===== src/rtl/demux_seq_pkg.sv =====
// Shared constants and state encoding for the demux frame sequencer.
package demux_seq_pkg;
    localparam int NUM_CH = 8;
    localparam int SEL_W  = 3;

    typedef enum logic {
        IDLE,
        SHIFT
    } state_e;
endpackage


===== src/rtl/demux_frame_sequencer_hold_timer.sv =====
// Per-channel dwell counter: counts 0..HOLD_CYCLES-1 and flags the final cycle.
module hold_timer #(
    parameter int unsigned HOLD_CYCLES = 1
) (
    input  logic clk,
    input  logic rst,
    input  logic load,
    input  logic en,
    output logic last
);
    localparam int CNT_W = (HOLD_CYCLES > 1) ? $clog2(HOLD_CYCLES + 1) : 1;
    localparam logic [CNT_W-1:0] CNT_LAST = CNT_W'(HOLD_CYCLES - 1);

    logic [CNT_W-1:0] count_q;
    logic [CNT_W-1:0] count_d;

    // load restarts the dwell; the owner reloads on the last cycle so the count never wraps
    always_comb begin
        count_d = count_q;
        if (load) begin
            count_d = '0;
        end else if (en) begin
            count_d = count_q + CNT_W'(1);
        end
    end

    always_ff @(posedge clk) begin
        if (rst) begin
            count_q <= '0;
        end else begin
            count_q <= count_d;
        end
    end

    assign last = (count_q == CNT_LAST);
endmodule


===== src/rtl/demux_frame_sequencer.sv =====
// Serialises an 8-bit frame onto the demux data/sel pair, one channel per HOLD_CYCLES cycles.
module demux_frame_sequencer
    import demux_seq_pkg::*;
#(
    parameter int unsigned HOLD_CYCLES = 1,
    parameter bit          MSB_FIRST   = 1'b0
) (
    input  logic              clk,
    input  logic              rst,
    input  logic [NUM_CH-1:0] frame_in,
    input  logic              frame_valid,
    output logic              frame_ready,
    input  logic              abort,
    output logic              data,
    output logic [SEL_W-1:0]  sel,
    output logic              bit_valid,
    output logic              frame_done
);
    if (HOLD_CYCLES < 1 || HOLD_CYCLES > 255) begin : g_bad_hold
        $error("HOLD_CYCLES must be in 1..255");
    end

    localparam logic [SEL_W-1:0] FIRST_CH = MSB_FIRST ? SEL_W'(NUM_CH - 1) : '0;
    localparam logic [SEL_W-1:0] FINAL_CH = MSB_FIRST ? '0 : SEL_W'(NUM_CH - 1);

    state_e            state_q, state_d;
    logic [NUM_CH-1:0] frame_q, frame_d;
    logic [SEL_W-1:0]  sel_q, sel_d;
    logic              data_q, data_d;
    logic              bit_valid_q, bit_valid_d;
    logic              tmr_load, tmr_en, tmr_last;
    logic              accept;

    hold_timer #(
        .HOLD_CYCLES(HOLD_CYCLES)
    ) u_hold_timer (
        .clk (clk),
        .rst (rst),
        .load(tmr_load),
        .en  (tmr_en),
        .last(tmr_last)
    );

    // Ready on the final hold cycle as well as in IDLE, giving back-to-back frames.
    assign frame_done  = (state_q == SHIFT) && tmr_last && (sel_q == FINAL_CH);
    assign frame_ready = !rst && ((state_q == IDLE) || frame_done);
    assign accept      = frame_valid && frame_ready;

    always_comb begin
        state_d     = state_q;
        frame_d     = frame_q;
        sel_d       = sel_q;
        data_d      = data_q;
        bit_valid_d = bit_valid_q;
        tmr_load    = 1'b0;
        tmr_en      = 1'b0;

        case (state_q)
            IDLE: begin
                if (accept) begin
                    state_d     = SHIFT;
                    frame_d     = frame_in;
                    sel_d       = FIRST_CH;
                    data_d      = frame_in[FIRST_CH];
                    bit_valid_d = 1'b1;
                    tmr_load    = 1'b1;
                end
            end
            SHIFT: begin
                if (abort) begin
                    state_d     = IDLE;
                    sel_d       = '0;
                    data_d      = 1'b0;
                    bit_valid_d = 1'b0;
                    tmr_load    = 1'b1;
                end else if (!tmr_last) begin
                    tmr_en = 1'b1;
                end else if (sel_q != FINAL_CH) begin
                    sel_d    = MSB_FIRST ? sel_q - SEL_W'(1) : sel_q + SEL_W'(1);
                    data_d   = frame_q[sel_d];
                    tmr_load = 1'b1;
                end else if (frame_valid) begin
                    frame_d  = frame_in;
                    sel_d    = FIRST_CH;
                    data_d   = frame_in[FIRST_CH];
                    tmr_load = 1'b1;
                end else begin
                    state_d     = IDLE;
                    sel_d       = '0;
                    data_d      = 1'b0;
                    bit_valid_d = 1'b0;
                    tmr_load    = 1'b1;
                end
            end
            default: begin
                state_d = IDLE;
            end
        endcase
    end

    always_ff @(posedge clk) begin
        if (rst) begin
            state_q     <= IDLE;
            frame_q     <= '0;
            sel_q       <= '0;
            data_q      <= 1'b0;
            bit_valid_q <= 1'b0;
        end else begin
            state_q     <= state_d;
            frame_q     <= frame_d;
            sel_q       <= sel_d;
            data_q      <= data_d;
            bit_valid_q <= bit_valid_d;
        end
    end

    assign data      = data_q;
    assign sel       = sel_q;
    assign bit_valid = bit_valid_q;
endmodule


===== config.mk =====
export PLATFORM = sky130hd
export DESIGN_NAME = demux_frame_sequencer
export DESIGN_NICKNAME = d
export VERILOG_FILES = /design/src/rtl/demux_seq_pkg.sv /design/src/rtl/demux_frame_sequencer_hold_timer.sv /design/src/rtl/demux_frame_sequencer.sv
export SDC_FILE = /design/constraint.sdc
export NUM_CORES = 1
export LEC_CHECK = 0
export CAP_MARGIN = 20
export CORE_UTILIZATION = 42
export CTS_CLUSTER_SIZE = 8
export DETAILED_ROUTE_END_ITERATION = 10
export PLACE_DENSITY_LB_ADDON = 0.12
export RECOVER_POWER = 100
export SYNTH_ARGS = -nofsm -noshare
export SYNTH_HDL_FRONTEND = slang
export SYNTH_HIERARCHICAL = 1
export SYNTH_SLANG_ARGS = --single-unit

===== constraint.sdc =====
create_clock -name clk -period 1.9 [get_ports clk]
set_clock_uncertainty 0.15 [all_clocks]
set_input_delay 0.285 -clock clk [delete_from_list [all_inputs] [get_ports clk]]
set_output_delay 0.285 -clock clk [all_outputs]
set_load 0.005 [all_outputs]

==> reports/qor.txt, run 1 <==
Die Ht -> 44.9 µm
Vias in the first global route -> 604
First-pass DRT Iterations -> 4
Worst Reg-to-Reg Cells -> 8
Routed met2 length -> 869 µm
Hold_sp -> sel[1]
CP Max Fanout -> 4
Ys async rst share -> 0
CTS H-Tree Depth -> 1
Worst path slowest cell -> dfxtp_2
Static leakage -> 0.471 nW
I/O pins -> 19
Cell taking the most area after synthesis -> dfxtp_1
Fin worst setup slack -> 0.0467 ns
Fin. max-slew vios -> 0
Max layer used -> met4
CORE AREA -> 1730 µm²
Worst skew pair latency -> 0.28 ns
Remaining DRCs -> 0
Synth Net Count -> 94
Fin. Hold Viols -> 0
Status -> finished, final reports clean
Wire length on met1 -> 744 µm
Worst hold stages -> 2
Mapped cell area -> 773 µm²
HP Class -> reg -> reg
Placed wire-length estimate -> 1330 µm
Tcrit/Tclk final -> 0.975
Num CTS Buffers -> 3
Reg-to-reg setup timing slack -> 0.05 ns
Ant. Diodes -> 0
Largest net degree at the start of global routing -> 12
Drt wl/cell -> 12.6 µm
Die extent in x -> 44.9 µm
Initial antenna violation count -> 0
GPL Wtd Cong -> 0.752
CP Class -> reg -> out
Yosys cell types -> 29
Hold endpoint -> sel[1]
RSZ-0062 raised after global routing -> yes
FMAX -> 540 MHz
First-pass GRT wire length -> 2660 µm
Initial core utilization -> 0.448
Inst Count DP -> 130
Slew @ Worst Pin -> 0.388 ns
Die area -> 2020 µm²
Post-Layout Cell Count -> 135
Share of the synthesized area in the top cell type -> 0.388
Port Buffers -> 18
Synth area leaders -> dfxtp_1 39%, mux2i_1 13%, nor2_1 6.8%
Antenna Nets Post-Route -> 0
Max Cap Viol -> 0
TritonCTS clock tree -> built
Syn_area_per_cell -> 9.67 µm²
DR vias/cell -> 5.08
Buffer depth of the longest clock path -> 2
Yosys reg bits -> 15
Routed met3 length -> 79 µm
Most numerous cell on the critical path -> ha_2
CP max stage delay -> 0.35 ns
Cell Chain, Critical Path -> ha_2 > ha_2 > nand2_2 > nor2_2 > dlygate4sd2_1
Share of cells above drive strength 1 -> 0.291
CTS clk-pin slew, worst paths -> 0.09 ns
Hold buffers post-CTS -> 0
Most frequent cells in the layout -> 16 x clkdlybuf4s50_1, 13 x nor2_1, 13 x dfxtp_1
Worst R2R Start -> sel[1]
Remaining Overflow, GRT -> 0
Root Driver -> clkbuf_4
Yosys warns -> 6
Post-synth EDFFs -> 0
FF-to-FF End -> frame_q[5]
Power density of the placed cells -> 588 nW/µm²
GRT Overall Usage -> 0.184
Crit end category -> output pin
Routed WL -> 1710 µm
Post-Route Utilization -> 0.639
Nets -> 125
Pre-CTS setup slack -> -0.0616 ns
# setup viols final -> 0
Tmin final -> 1.85 ns
CP arrival -> 1.42 ns
Area grow syn2layout -> 42.7%
Worst rel slew slack -> 0.741
Drt initial violations -> 15
Sequential area share after synthesis -> 0.388
WP data required -> 1.46 ns
DR vias -> 686
CTS Sinks -> 15
Commonest non-fill, non-tap cell in the layout -> clkdlybuf4s50_1
CP Launch Type -> flip-flop
FP Rows -> 15
Ys flop type -> dfxtp_1
Max VDD drop -> 0.498 mV
Post-Syn Instances -> 80
## synthesized netlist by cell type (all sizes together) (2+ instances only)
| master | instances |
|---|---|
| ha | 2 |
| buf | 4 |
| mux2i | 10 |
| nand2 | 5 |
| nor2 | 14 |
| a211oi | 3 |
| inv | 3 |
| nor3 | 2 |
| nor2b | 2 |
| a21oi | 6 |
| dfxtp | 15 |
## layout make-up
type / count / area (µm²)
fill: 158 / 623
inverter: 3 / 11.3
sequential: 15 / 303
tap: 25 / 31.3
timing repair buffer: 30 / 277
multi-input combinational: 58 / 454
clock inverter: 1 / 5.00
clock buffer: 3 / 22.5
## worst max path at each step
stage                       from          end  slack, ns  depth (start not counted)
after global placement     abort       sel[0]      -0.03                          6
after CTS                 sel[1]  frame_ready       0.02                          5
final                     sel[1]   frame_done       0.05                          5
after floorplan           sel[0]   frame_q[0]       0.04                          6
after detailed placement  sel[1]  frame_ready      -0.06                          5
after global routing      sel[1]   frame_done      -0.02                          5
## per-layer routing
| metal | GRT usage | vias to the layer above |
|---|---|---|
| li1 | - | 341 |
| met1 | 0.221 | 326 |
| met2 | 0.332 | 17 |
| met3 | 0.0360 | 2 |
| met4 | 0.0545 | 0 |
| met5 | 0 | - |
## state kept, by name (all words and copies together), names as in the netlist
| register | flops |
|---|---|
| bit_valid | 1 |
| data | 1 |
| frame_q | 8 |
| sel | 3 |
| state_q | 1 |
| u_hold_timer/count_q | 1 |
## power by group
part / total, mW / switching, mW / internal, mW
sequential: 0.340 / 0.0114 / 0.329
clock: 0.182 / 0.104 / 0.0780
combinational: 0.127 / 0.0517 / 0.0751
total: 0.649 / 0.167 / 0.482
## per-stage QoR
stage | power [mW] | area, µm² | setup TNS [ns] | hold slack (ns)
floorplan | 0.408 | 773 | 0 | 0.206
global placement | 0.469 | 1050 | -0.0617 | 0.309
detailed placement | 0.471 | 1050 | -0.152 | 0.337
CTS | 0.651 | 1090 | 0 | 0.340
global route | 0.681 | 1100 | -0.0238 | 0.349
finish | 0.649 | 1100 | 0 | 0.336
## worst max-delay path: cells and delay by family, from the launching register on
| family | cells | cell delay (ns) |
|---|---|---|
| fa+ha+maj | 2 | 0.37 |
| flops | 1 | 0.35 |
| buf+inv | 1 | 0.23 |
| simple gates | 2 | 0.18 |
## kinds of logic after synthesis
family	count (synthesis)	share of synthesized area
AND/OR/NAND/NOR	29	0.191
flip-flops	15	0.388
AO/OA/AOI/OAI	14	0.152
multiplexers	12	0.178
buffers and inverters	7	0.0469
adder cells (fa/ha/maj)	2	0.0324
XOR/XNOR	1	0.0113
## what timing repair did
item | in CTS | in global routing
resized for setup | 8 | 4
pin swaps | 0 | 2
endpoints found under the setup margin | 3 | 6
buffers inserted | 0 | 1
hold endpoints to repair | 0 | 0
No activity file was read; power rests on OpenSTA's default activity.
==> run 2: changes to the inputs <==
PLACE_DENSITY_LB_ADDON = 0.3   (was 0.12)
==> run 2 against run 1 <==
Sequential share of layout area up 0.41 points. Clock-buffer cell count unchanged. Combinational power fell by 4%. Non-clock buffer count fell by 1. Hold slack gained 0.0026 ns. Wire length shrank 2.5%. Core utilization shrank 0.94 points. Critical endpoint is now frame_q[6].
==> reports/qor.txt, run 2 (synthesis results as in run 1) <==
Status -> finished, final reports clean
Max Cap Viol -> 0
Final TNS setup -> 0 ns
DR vias -> 672
Routed WL -> 1660 µm
TritonCTS clock tree -> built
Most frequent cells in the layout -> 14 x nor2_1, 13 x dfxtp_1, 12 x clkdlybuf4s50_1
Post-Layout Cell Count -> 134
HP Class -> reg -> reg
Worst path slowest cell -> dfxtp_2
RSZ-0062 raised after global routing -> no
Die area -> 2020 µm²
Drt initial violations -> 13
CP Max Fanout -> 8
Power density of the placed cells -> 595 nW/µm²
FMAX -> 549 MHz
Fin. max-slew vios -> 0
# setup viols final -> 0
Commonest non-fill, non-tap cell in the layout -> nor2_1
CP Launch Type -> flip-flop
Static leakage -> 0.476 nW
Fin. Hold Viols -> 0
Post-CTS setup buffers -> 0
CTS clk-pin slew, worst paths -> 0.09 ns
Crit end category -> flip-flop
Area of the multi-input gates -> 439 µm²
Die Ht -> 44.9 µm
Worst rel slew slack -> 0.760
Most numerous cell on the critical path -> ha_2
GPL Wtd Cong -> 0.805
Initial antenna violation count -> 0
Vias in the first global route -> 640
Reg area -> 303 µm²
CTS H-Tree Depth -> 1
Buffer depth of the longest clock path -> 2
Inst Count DP -> 130
Placed wire-length estimate -> 1240 µm
Net Sw Power -> 0.167 mW
FP Rows -> 15
Share of cells above drive strength 1 -> 0.248
CP arrival -> 1.86 ns
Ant. Diodes -> 0
Slew @ Worst Pin -> 0.360 ns
Fill cells -> 161
Remaining DRCs -> 0
Root Driver -> clkbuf_4
Most flops, register -> frame_q
WP data required -> 1.94 ns
Worst skew pair latency -> 0.29 ns
Antenna Nets Post-Route -> 0
Power share of the sequential group -> 0.524
CTS Sinks -> 15
Largest net degree at the start of global routing -> 14
Largest register FFs -> 8
Clock Power Share -> 0.288
Port Buffers -> 18
CORE AREA -> 1730 µm²
Drt wl/cell -> 12.4 µm
Nets -> 124
Area grow syn2layout -> 40.6%
GRT Overall Usage -> 0.195
CP max stage delay -> 0.34 ns
Max VDD drop -> 0.430 mV
First-pass GRT wire length -> 2830 µm
P_int -> 0.480 mW
Initial core utilization -> 0.448
Cell Chain, Critical Path -> ha_2 > ha_2 > buf_6 > and4b_4 > o21ai_4 > buf_12 > mux2i_1 > nor2_1
Remaining Overflow, GRT -> 0
DR vias/cell -> 5.01
Tmin final -> 1.82 ns
Tcrit/Tclk final -> 0.959
Num CTS Buffers -> 3
Die extent in x -> 44.9 µm
Post-Route Utilization -> 0.630
Sw Share -> 0.259
I/O pins -> 19
First-pass DRT Iterations -> 4
CP Class -> reg -> reg
Gate power share -> 0.188
run 2: layout make-up:
cell class | count | area share
multi-input cells | 58 | 0.404
flip-flops and latches | 15 | 0.278
repair buffers | 29 | 0.251
well taps | 25 | 0.0288
clock buffers | 3 | 0.0207
inverters | 3 | 0.0104
clock inverters | 1 | 0.00690
run 2: path summary, 6_finish.rpt:
kind / start / cells after the start / slack, ns / endpoint
max: sel[0] / 8 / 0.08 / frame_q[6]
min: sel[2] / 2 / 0.34 / sel[2]
max reg2reg: sel[0] / 8 / 0.08 / frame_q[6]
min reg2reg: sel[2] / 2 / 0.34 / sel[2]
run 2: critical path: cells and delay by family, from the launching register on:
family	cells	cell delay [ns]
and+or+nand+nor	2	0.26
AOI/OAI and AO/OA	1	0.14
adders and majority gates	2	0.35
buffers and inverters	2	0.28
muxes	1	0.20
DFF	1	0.34
run 2: per-layer routing:
metal / track usage / up-vias / part of all wire
met5: 0 / - / 0
met1: 0.259 / 313 / 0.46
met4: 0.0545 / 0 / 0.011
li1: - / 339 / -
met2: 0.306 / 18 / 0.49
met3: 0.0600 / 2 / 0.036
run 2: per-stage QoR:
stage          hold WS, ns  setup WS [ns]  instance area, µm²  power (mW)
6_report             0.338         0.0775                1090       0.647
5_1_grt              0.360        0.00147                1090       0.686
4_1_cts              0.344        0.00912                1090       0.657
2_1_floorplan        0.206         0.0353                 773       0.408
3_3_place_gp         0.319         0.0464                1050       0.467
3_5_place_dp         0.328         0.0127                1050       0.470
run 2: power by group through the flow:
stage | Clock [mW] | Combinational (mW) | Sequential [mW]
floorplan | 0 | 0.0651 | 0.343
global placement | 0 | 0.121 | 0.346
detailed placement | 0 | 0.123 | 0.347
CTS | 0.194 | 0.124 | 0.340
global route | 0.213 | 0.132 | 0.342
finish | 0.186 | 0.122 | 0.339
run 2: what timing repair did:
item / 4_1_cts / 5_1_grt
pin swaps: 0 / 2
setup endpoints to repair: 3 / 10
hold buffers: 0 / 0
hold endpoints to repair: 0 / 0
gates resized for setup: 7 / 4
